`src/rtl/sprite_pkg.sv`:
```
// Shared definitions for the sprite plotter and the logic that reuses its rotation.
//   DIR_*          orientation codes carried on the 2-bit direction bus
//   state_t        plotter FSM encoding
//   SCREEN_*_DEF   default visible screen size
package sprite_pkg;

  localparam logic [1:0] DIR_UP    = 2'b00;
  localparam logic [1:0] DIR_DOWN  = 2'b01;
  localparam logic [1:0] DIR_RIGHT = 2'b10;
  localparam logic [1:0] DIR_LEFT  = 2'b11;

  typedef enum logic [1:0] {
    ST_IDLE = 2'b00,
    ST_PLOT = 2'b01,
    ST_DONE = 2'b10
  } state_t;

  localparam int unsigned SCREEN_W_DEF = 160;
  localparam int unsigned SCREEN_H_DEF = 120;

endpackage

```
`src/rtl/sprite_rotate.sv`:
```
// Combinational sprite lookup: returns the mask bit shown at destination (r, c)
// for the requested orientation. The mask is stored in "up" orientation, with
// bit r*SPR_N+c holding row r, column c.
//   r, c       destination row / column
//   direction  orientation code (DIR_*)
//   mask       up-orientation bitmap
//   pix        selected bit
module sprite_rotate
  import sprite_pkg::*;
#(
  parameter int unsigned SPR_N = 3
) (
  input  logic [((SPR_N > 1) ? $clog2(SPR_N) : 1)-1:0] r,
  input  logic [((SPR_N > 1) ? $clog2(SPR_N) : 1)-1:0] c,
  input  logic [1:0]                                   direction,
  input  logic [SPR_N*SPR_N-1:0]                       mask,
  output logic                                         pix
);

  localparam int unsigned CW = (SPR_N > 1) ? $clog2(SPR_N) : 1;
  localparam int unsigned IW = $clog2(SPR_N * SPR_N);
  localparam logic [CW-1:0] LAST = CW'(SPR_N - 1);

  logic [CW-1:0] sr;
  logic [CW-1:0] sc;
  logic [IW-1:0] idx;

  // Map destination coordinates back to the source cell of the up bitmap.
  always_comb begin
    sr = r;
    sc = c;
    case (direction)
      DIR_UP:    begin sr = r;        sc = c;        end
      DIR_DOWN:  begin sr = LAST - r; sc = LAST - c; end
      DIR_RIGHT: begin sr = LAST - c; sc = r;        end
      DIR_LEFT:  begin sr = c;        sc = LAST - r; end
      default:   begin sr = r;        sc = c;        end
    endcase
    idx = IW'(int'(sr) * int'(SPR_N) + int'(sc));
    pix = mask[idx];
  end

endmodule

```
`src/rtl/sprite_plotter.sv`:
```
// Plots an SPR_N x SPR_N monochrome sprite, one pixel per clock, into the VGA
// adapter write port. All draw inputs are captured when start is accepted.
// Optional screen-edge clipping is enabled by defining SPRITE_CLIP_EN.
//   CLOCK_50, resetn            clock, async active-low reset
//   start                       draw request (honoured in IDLE only)
//   x0, y0, direction           sprite origin and orientation
//   sprite_mask, erase          up-orientation bitmap; erase draws colour 0
//   colour_in                   draw colour
//   x, y, colour, plot          VGA write port
//   busy, done                  draw in progress / one-cycle completion pulse
module sprite_plotter
  import sprite_pkg::*;
#(
  parameter int unsigned SPR_N    = 3,
  parameter int unsigned X_W      = 8,
  parameter int unsigned Y_W      = 7,
  parameter int unsigned COLOUR_W = 3,
  parameter int unsigned SCREEN_W = SCREEN_W_DEF,
  parameter int unsigned SCREEN_H = SCREEN_H_DEF
) (
  input  logic                     CLOCK_50,
  input  logic                     resetn,
  input  logic                     start,
  input  logic [X_W-1:0]           x0,
  input  logic [Y_W-1:0]           y0,
  input  logic [1:0]               direction,
  input  logic [SPR_N*SPR_N-1:0]   sprite_mask,
  input  logic                     erase,
  input  logic [COLOUR_W-1:0]      colour_in,
  output logic [X_W-1:0]           x,
  output logic [Y_W-1:0]           y,
  output logic [COLOUR_W-1:0]      colour,
  output logic                     plot,
  output logic                     busy,
  output logic                     done
);

  localparam int unsigned CW = (SPR_N > 1) ? $clog2(SPR_N) : 1;
  localparam int unsigned MW = SPR_N * SPR_N;
  localparam logic [CW-1:0] LAST = CW'(SPR_N - 1);

`ifdef SPRITE_CLIP_EN
  localparam bit CLIP_EN = 1'b1;
`else
  localparam bit CLIP_EN = 1'b0;
`endif

  state_t                state;
  logic [CW-1:0]         r_q;
  logic [CW-1:0]         c_q;
  logic [X_W-1:0]        x0_q;
  logic [Y_W-1:0]        y0_q;
  logic [1:0]            dir_q;
  logic [MW-1:0]         mask_q;
  logic                  erase_q;
  logic [COLOUR_W-1:0]   colour_q;

  logic                  pix;
  logic [X_W:0]          xs;
  logic [Y_W:0]          ys;
  logic                  on_screen;

  sprite_rotate #(.SPR_N(SPR_N)) u_rotate (
    .r         (r_q),
    .c         (c_q),
    .direction (dir_q),
    .mask      (mask_q),
    .pix       (pix)
  );

  // Wide sums keep the carry so off-screen pixels can be detected before wrap.
  assign xs        = {1'b0, x0_q} + (X_W+1)'(c_q);
  assign ys        = {1'b0, y0_q} + (Y_W+1)'(r_q);
  assign on_screen = (xs < (X_W+1)'(SCREEN_W)) && (ys < (Y_W+1)'(SCREEN_H));

  // Scan FSM with registered pixel outputs.
  always_ff @(posedge CLOCK_50 or negedge resetn) begin
    if (!resetn) begin
      state    <= ST_IDLE;
      r_q      <= '0;
      c_q      <= '0;
      x0_q     <= '0;
      y0_q     <= '0;
      dir_q    <= DIR_UP;
      mask_q   <= '0;
      erase_q  <= 1'b0;
      colour_q <= '0;
      x        <= '0;
      y        <= '0;
      colour   <= '0;
      plot     <= 1'b0;
      busy     <= 1'b0;
      done     <= 1'b0;
    end else begin
      plot <= 1'b0;
      done <= 1'b0;
      case (state)
        ST_IDLE: begin
          if (start) begin
            state    <= ST_PLOT;
            r_q      <= '0;
            c_q      <= '0;
            x0_q     <= x0;
            y0_q     <= y0;
            dir_q    <= direction;
            mask_q   <= sprite_mask;
            erase_q  <= erase;
            colour_q <= colour_in;
            busy     <= 1'b1;
          end
        end
        ST_PLOT: begin
          x      <= xs[X_W-1:0];
          y      <= ys[Y_W-1:0];
          colour <= erase_q ? '0 : colour_q;
          plot   <= pix & (on_screen | ~CLIP_EN);
          if (c_q == LAST) begin
            c_q <= '0;
            if (r_q == LAST) begin
              r_q   <= '0;
              state <= ST_DONE;
            end else begin
              r_q <= r_q + CW'(1);
            end
          end else begin
            c_q <= c_q + CW'(1);
          end
        end
        ST_DONE: begin
          state <= ST_IDLE;
          busy  <= 1'b0;
          done  <= 1'b1;
        end
        default: begin
          state <= ST_IDLE;
          busy  <= 1'b0;
        end
      endcase
    end
  end

endmodule
```
`config.mk`:
```
export PLATFORM = sky130hd
export DESIGN_NAME = sprite_plotter
export DESIGN_NICKNAME = d
export VERILOG_FILES = /design/src/rtl/sprite_pkg.sv /design/src/rtl/sprite_rotate.sv /design/src/rtl/sprite_plotter.sv
export SDC_FILE = /design/constraint.sdc
export NUM_CORES = 1
export LEC_CHECK = 0
export BUFFER_PORTS_ARGS = -buffer_cell sky130_fd_sc_hd__buf_2
export CORE_UTILIZATION = 50
export DETAILED_ROUTE_END_ITERATION = 16
export PLACE_DENSITY = 0.73
export SLEW_MARGIN = 20
export SYNTH_ARGS = -nofsm -noshare
export SYNTH_HDL_FRONTEND = slang
export SYNTH_SLANG_ARGS = --single-unit
export TNS_END_PERCENT = 30
```
`constraint.sdc`:
```
create_clock -name CLOCK_50 -period 3.6 [get_ports CLOCK_50]
set_input_delay 0.18 -clock CLOCK_50 [delete_from_list [all_inputs] [get_ports CLOCK_50]]
set_output_delay 0.18 -clock CLOCK_50 [all_outputs]
set_load 0.01 [all_outputs]
```
Yosys cells after proc, flatten, opt, wreduce, memory -nomap -nowiden
Cells that the tools add are included.
- bits in registers: 57
- output and inout bits: 21
- word-level logic and storage cells: 62
- add/subtract/negate cells: 7
- $mul: 1
- $lt $le $gt $ge: 1
- equal/unequal tests: 10
- multiplexer cells: 19
- bitwise operators: 1
- reduce and logical (&&, ||, !) cells: 8
- operator list (cell ; count):
    2-bit case mux with 4 select lines ; 2
    2-bit 2-to-1 mux ; 7
    2-bit case mux with 2 select lines ; 3
    2-bit == test (second input constant) ; 5
    8-bit by 2-bit adder with 8-bit output ; 1
    7-bit by 2-bit adder with 7-bit output ; 1
    2-bit != test (second input constant) ; 3
    2-bit AND reduction ; 3
    3-bit AND reduction ; 2
    4-bit by 5-bit less-than comparator with 1-bit output (second input constant) ; 1
    2-bit by 1-bit adder with 2-bit output (second input constant) ; 2
    4-bit by 3-bit adder with 4-bit output ; 1
    1-bit binary-select mux with 4-bit select ; 1
    2-bit by 1-bit == test with 1-bit output (second input constant) ; 2
    2-bit zero test ; 2
    2-bit by 2-bit multiplier with 4-bit output (second input constant) ; 1
    1-bit 2-to-1 mux ; 4
    2-bit subtractor (first input constant) ; 2
    3-bit 2-to-1 mux ; 1
    1-bit case mux with 2 select lines ; 1
    2-bit nonzero test ; 1
    1-bit inverter ; 1

Depth between registers and ports, before layout
- depth after elaboration: 7
- mapped depth: 12

Modules after synthesis
Synthesis repeated with hierarchy kept, for this count alone.
- cells, all modules: 222
- area, all modules: 2730.1 µm²
- by module, submodules not included (module ; times used ; cells an instance ; area an instance (µm²)):
    sprite_plotter ; 1 ; 186 ; 2429.8
    sprite_rotate ; 1 ; 36 ; 300.3

Least setup slack after synthesis
OpenSTA, ideal clock, no wires.
- kind: register to register
- start: register c_q[1]
- end: register plot
- library setup time: 0.088 ns
- data arrival time: 2.666 ns
- required time: 3.512 ns
- path slack: 0.846 ns
- cell stages (with the launch flop): 13
- cell sequence: dfrtp_1 > inv_1 > ha_1 > nor2_1 > a21oi_1 > mux2i_1 > fa_1 > ha_1 > inv_1 > fa_1 > nor4bb_1 > o21ai_1 > a41oi_1
- cells in the longest elaborated chain, start to end: 7
- ends and longest elaborated chain (what ; RTL line ; source):
    from (decl) ; sprite_plotter.sv:50 ; logic [CW-1:0] c_q;
    from (signal assigned) ; sprite_plotter.sv:126 ; c_q <= c_q + CW'(1);
    2-bit subtractor ; sprite_rotate.sv:34, sprite_rotate.sv:35 ;
    2-bit case mux with 4 select lines ; sprite_rotate.sv:32 ; case (direction)
    2-bit by 2-bit multiplier with 4-bit output ; sprite_rotate.sv:39 ; idx = IW'(int'(sr) * int'(SPR_N) + int'(sc));
    4-bit by 3-bit adder with 4-bit output (*) ; sprite_rotate.sv:39 ;
    1-bit binary-select mux with 4-bit select (*) ; sprite_rotate.sv:40 ; pix = mask[idx];
    1-bit 2-to-1 mux (implied by the code) (*) ; sprite_rotate.sv:40 ;
    1-bit 2-to-1 mux (*) ; sprite_plotter.sv:97 ; case (state)
    to (signal assigned) ; sprite_plotter.sv:116 ; plot <= pix & (on_screen | ~CLIP_EN);
    to (decl) ; sprite_plotter.sv:33 ; output logic plot,
Mark *: on every way between the ends. The rest lies on a longest branch, timed or not. The select of a mux whose other input is x is not followed.
A chain may end at the register's enable or synchronous reset.

Final worst setup path
- start: register r_q[1]
- end: register plot
- cells in the longest elaborated chain, start to end: 7
- ends and longest elaborated chain (what ; RTL line ; source):
    from (decl) ; sprite_plotter.sv:49 ; logic [CW-1:0] r_q;
    from (signal assigned) ; sprite_plotter.sv:123 ; r_q <= r_q + CW'(1);
    2-bit subtractor ; sprite_rotate.sv:34, sprite_rotate.sv:36 ;
    2-bit case mux with 4 select lines ; sprite_rotate.sv:32 ;
    2-bit by 2-bit multiplier with 4-bit output ; sprite_rotate.sv:39 ;
    4-bit by 3-bit adder with 4-bit output (*) ; sprite_rotate.sv:39 ;
    1-bit binary-select mux with 4-bit select (*) ; sprite_rotate.sv:40 ;
    1-bit 2-to-1 mux (implied by the code) (*) ; sprite_rotate.sv:40 ;
    1-bit 2-to-1 mux (*) ; sprite_plotter.sv:97 ;
Marks and branches as above.

==> flow_metrics.env <==
export IMPL_p_leak_nw=1.516
export IMPL_startpoint="r_q[1]"
export IMPL_grt_util_all_layers_pct=20.26
export IMPL_drt_vias_per_instance=5.191
export IMPL_path_max_fanout=6
export IMPL_cts_buffers=9
export IMPL_ys_warn_count=0
export IMPL_cp_slowest_cell="fa_1"
export IMPL_grt_ovfl_total=0
export IMPL_slew_violations=0
export IMPL_htreeDepth=3
export IMPL_cp_start_kind="flop"
export IMPL_num_antenna_cells=0
export IMPL_place_gp_congestion=0.7824
export IMPL_grt_max_degree=31
export IMPL_r2r_slack_ns=0.52
export IMPL_cts_root_buf="clkbuf_8"
export IMPL_place_area_mm2=0.003049
export IMPL_post_route_period_util_pct=85.58
export IMPL_crit_family="adder cells"
export IMPL_place_ws_ns=0.5522
export IMPL_coreArea_mm2=0.005205
export IMPL_ant_nets=0
export IMPL_yosysTopAreaCellShare_pct=51.91
export IMPL_synthDistinctLibCells=34
export IMPL_fmax_mhz=324.6
export IMPL_fp_row_count=26
export IMPL_port_buffers=53
export IMPL_drtIter0Drc=72
export IMPL_dieArea_mm2=0.005796
export IMPL_num_vias=1905
export IMPL_drive_gt1_share_pct=33.33
export IMPL_n_fill_cell=452
export IMPL_area_growth_pct=19.13
export IMPL_layout_cells_non_filler=367
export IMPL_chipHeight_um=76.13
export IMPL_crit_type="flop to flop"
export IMPL_clock_latency_ns=0.33
export IMPL_power_internal_mw=2.057
export IMPL_cp_depth=12
export IMPL_combPwrFrac_pct=43.1
export IMPL_tightestPinTransition_ns=0.8059
export IMPL_drc=0
export IMPL_cts_hold_buf=1
export IMPL_setup_slack_ns=0.5193
export IMPL_crit_chain="inv_1 > ha_1 > nand2_1 > o21ai_0 > mux2i_1 > fa_1 > ha_1 > inv_1 > fa_1 > nor4bb_1 > o21ai_1 > a41oi_1"
export IMPL_clock_power_share_pct=19.5
export IMPL_netlist_area_mm2=0.002748
export IMPL_critPathArrivalTime_ns=3.32
export IMPL_cp_endpoint="plot"
export IMPL_cts_tree="done"
export IMPL_setup_tns_ns=0
export IMPL_fin_util_pct=62.88
export IMPL_p_seq_share_pct=37.4
export IMPL_grt_pass1_vias=1935
export IMPL_r2r_cells=12
export IMPL_clk_path_buf_depth=2
export IMPL_dp_cells=351
export IMPL_die_w_um=76.13
export IMPL_final_area_mm2=0.003273
export IMPL_finalSetupViolations=0
export IMPL_synthTopCellsByArea="dfrtp_1 (52%), mux2_2 (11%), ha_1 (5.5%)"
export IMPL_powerDensity_mw_per_mm2=984.5
export IMPL_syn_nets=284
export IMPL_yosysTopAreaCell="dfrtp_1"
export IMPL_cp_required_ns=3.84
export IMPL_io_pins=54
export IMPL_crit_buf_inv=2
export IMPL_endpoint_kind="flop"
export IMPL_syn_instance_count=235
export IMPL_rsz0062_at_grt="no"
export IMPL_drv_cap=0
export IMPL_grt_antenna_before_repair=0
export IMPL_path_clk_slew_ns=0.06
export IMPL_cts_setup_buffers=0
export IMPL_drt_total_wl_um=5004
export IMPL_slew_headroom_pct=46.28
export IMPL_r2r_end="plot"
export IMPL_avgSynthCellArea_um2=11.69
export IMPL_cts_sinks=57
export IMPL_r2r_start="r_q[1]"
export IMPL_avgRoutedWirePerCell_um=13.63
export IMPL_timing_clock_skew_ns=0.007334
export IMPL_switchingPower_mw=1.165
export IMPL_irDropWorstVdd_v=0.0005317
export IMPL_start_util_pct=52.79
export IMPL_min_period_ns=3.081
export IMPL_grt_pass1_wl_um=9025
export IMPL_slowest_delay_ns=0.54
export IMPL_nNetsFinal=342
export IMPL_synth_sequential_area_ratio_pct=51.91
export IMPL_ys_ff_latch=57
export IMPL_hold_path_class="primary input to flop"
export IMPL_hold_viol_final=0
export IMPL_p_sw_share_pct=36.17
export IMPL_dr_pass1_iters=4
export IMPL_dp_hpwl_um=3609
export IMPL_status="complete, no violations"
export IMPL_cts_resized=0
cells in the mapped netlist:
cell type  number
mux2_1          2
dfrtp_1        57
nand4_1         1
clkbuf_1        3
mux2_2         27
a21o_1          1
a22o_1          6
or3_1           5
and3_1          1
nand3_1         3
or4_1           2
ha_1           12
nor2_1          9
nand2b_1        3
nand2_1        26
buf_6           4
fa_1            4
a31oi_1         8
nor3b_4         1
a41oi_1         1
mux2i_1         1
o21ai_1         1
nor2b_1         3
nor4bb_1        1
o21ai_0        18
and2b_1         1
xor2_1          4
buf_2           2
nor3_1          1
o31ai_1         2
mux4_2          1
a21oi_1         4
nand3b_1        6
inv_1          14
power by group through the flow:
stage / sequential, mW / combinational (mW) / clock [mW]
2_1_floorplan: 1.20 / 1.05 / 0
3_3_place_gp: 1.20 / 1.34 / 0
3_5_place_dp: 1.22 / 1.40 / 0
4_1_cts: 1.21 / 1.41 / 0.645
5_1_grt: 1.25 / 1.59 / 0.674
6_report: 1.21 / 1.39 / 0.628
routing by layer:
layer	routed length, µm	part of all wire (%)	global-route usage (%)
met2	2282	46	31.45
met3	216	4.3	4.072
met1	2385	48	26.40
met5	0	0	0
met4	120	2.4	12.12
flip-flops by register name (all words and copies together) (netlist names):
| signal | flops |
|---|---|
| busy | 1 |
| state | 2 |
| erase_q | 1 |
| colour | 3 |
| x0_q | 8 |
| r_q | 2 |
| plot | 1 |
| x | 8 |
| colour_q | 3 |
| dir_q | 2 |
| c_q | 2 |
| mask_q | 9 |
| y | 7 |
| y0_q | 7 |
| done | 1 |
stage by stage:
stage,hold WS (ns),power [mW]
after floorplan,-0.1156,2.242
after global placement,0.2476,2.543
after detailed placement,0.2480,2.616
after CTS,0.03515,3.263
after global routing,0.05935,3.523
final,0.04943,3.222
worst min-delay path by stage:
stage | from | to | cells past startpoint
3_3_place_gp | resetn | busy | 1
6_report | x0[2] | x0_q[2] | 3
5_1_grt | sprite_mask[6] | mask_q[6] | 2
4_1_cts | x0[2] | x0_q[2] | 3
2_1_floorplan | resetn | busy | 0
3_5_place_dp | resetn | y0_q[1] | 1
cell families after synthesis:
logic type / Yosys count / synth area share, %
flops: 57 / 51.91
buf+inv: 23 / 4.326
fa+ha+maj: 16 / 8.379
mux: 31 / 13.07
simple gates: 63 / 11.98
xor+xnor: 4 / 1.275
compound gates: 41 / 9.062
layout make-up:
cell class                 count  area [µm²]  area share, %
sequential                    57        1426          43.58
multi-input combinational    155        1202          36.74
timing repair buffer          56       290.3          8.868
clock buffer                  13       178.9          5.466
tap                           70       87.58          2.676
inverter                      14       52.55          1.606
clock inverter                 2       35.03          1.070
cells in the final DEF, fill, tap and decap left out, types with 4 or more instances in the layout:
master     n
mux2_2    27
nand2_1   26
a31oi_1    8
ha_1      12
clkbuf_8  13
fa_1       4
o21ai_0   18
dfrtp_1   57
buf_2     53
a21oi_1    4
nand3b_1   6
nor2_1     9
or3_1      5
inv_1     14
a22o_1     6
xor2_1     4
worst min-delay path, delay by kind of cell:
| kind | cells | cell delay, ns |
|---|---|---|
| AO/OA/AOI/OAI | 1 | 0.05 |
| AND/OR/NAND/NOR | 1 | 0.03 |
| buffers and inverters | 1 | 0.08 |
No activity file was read; power rests on OpenSTA's default activity.
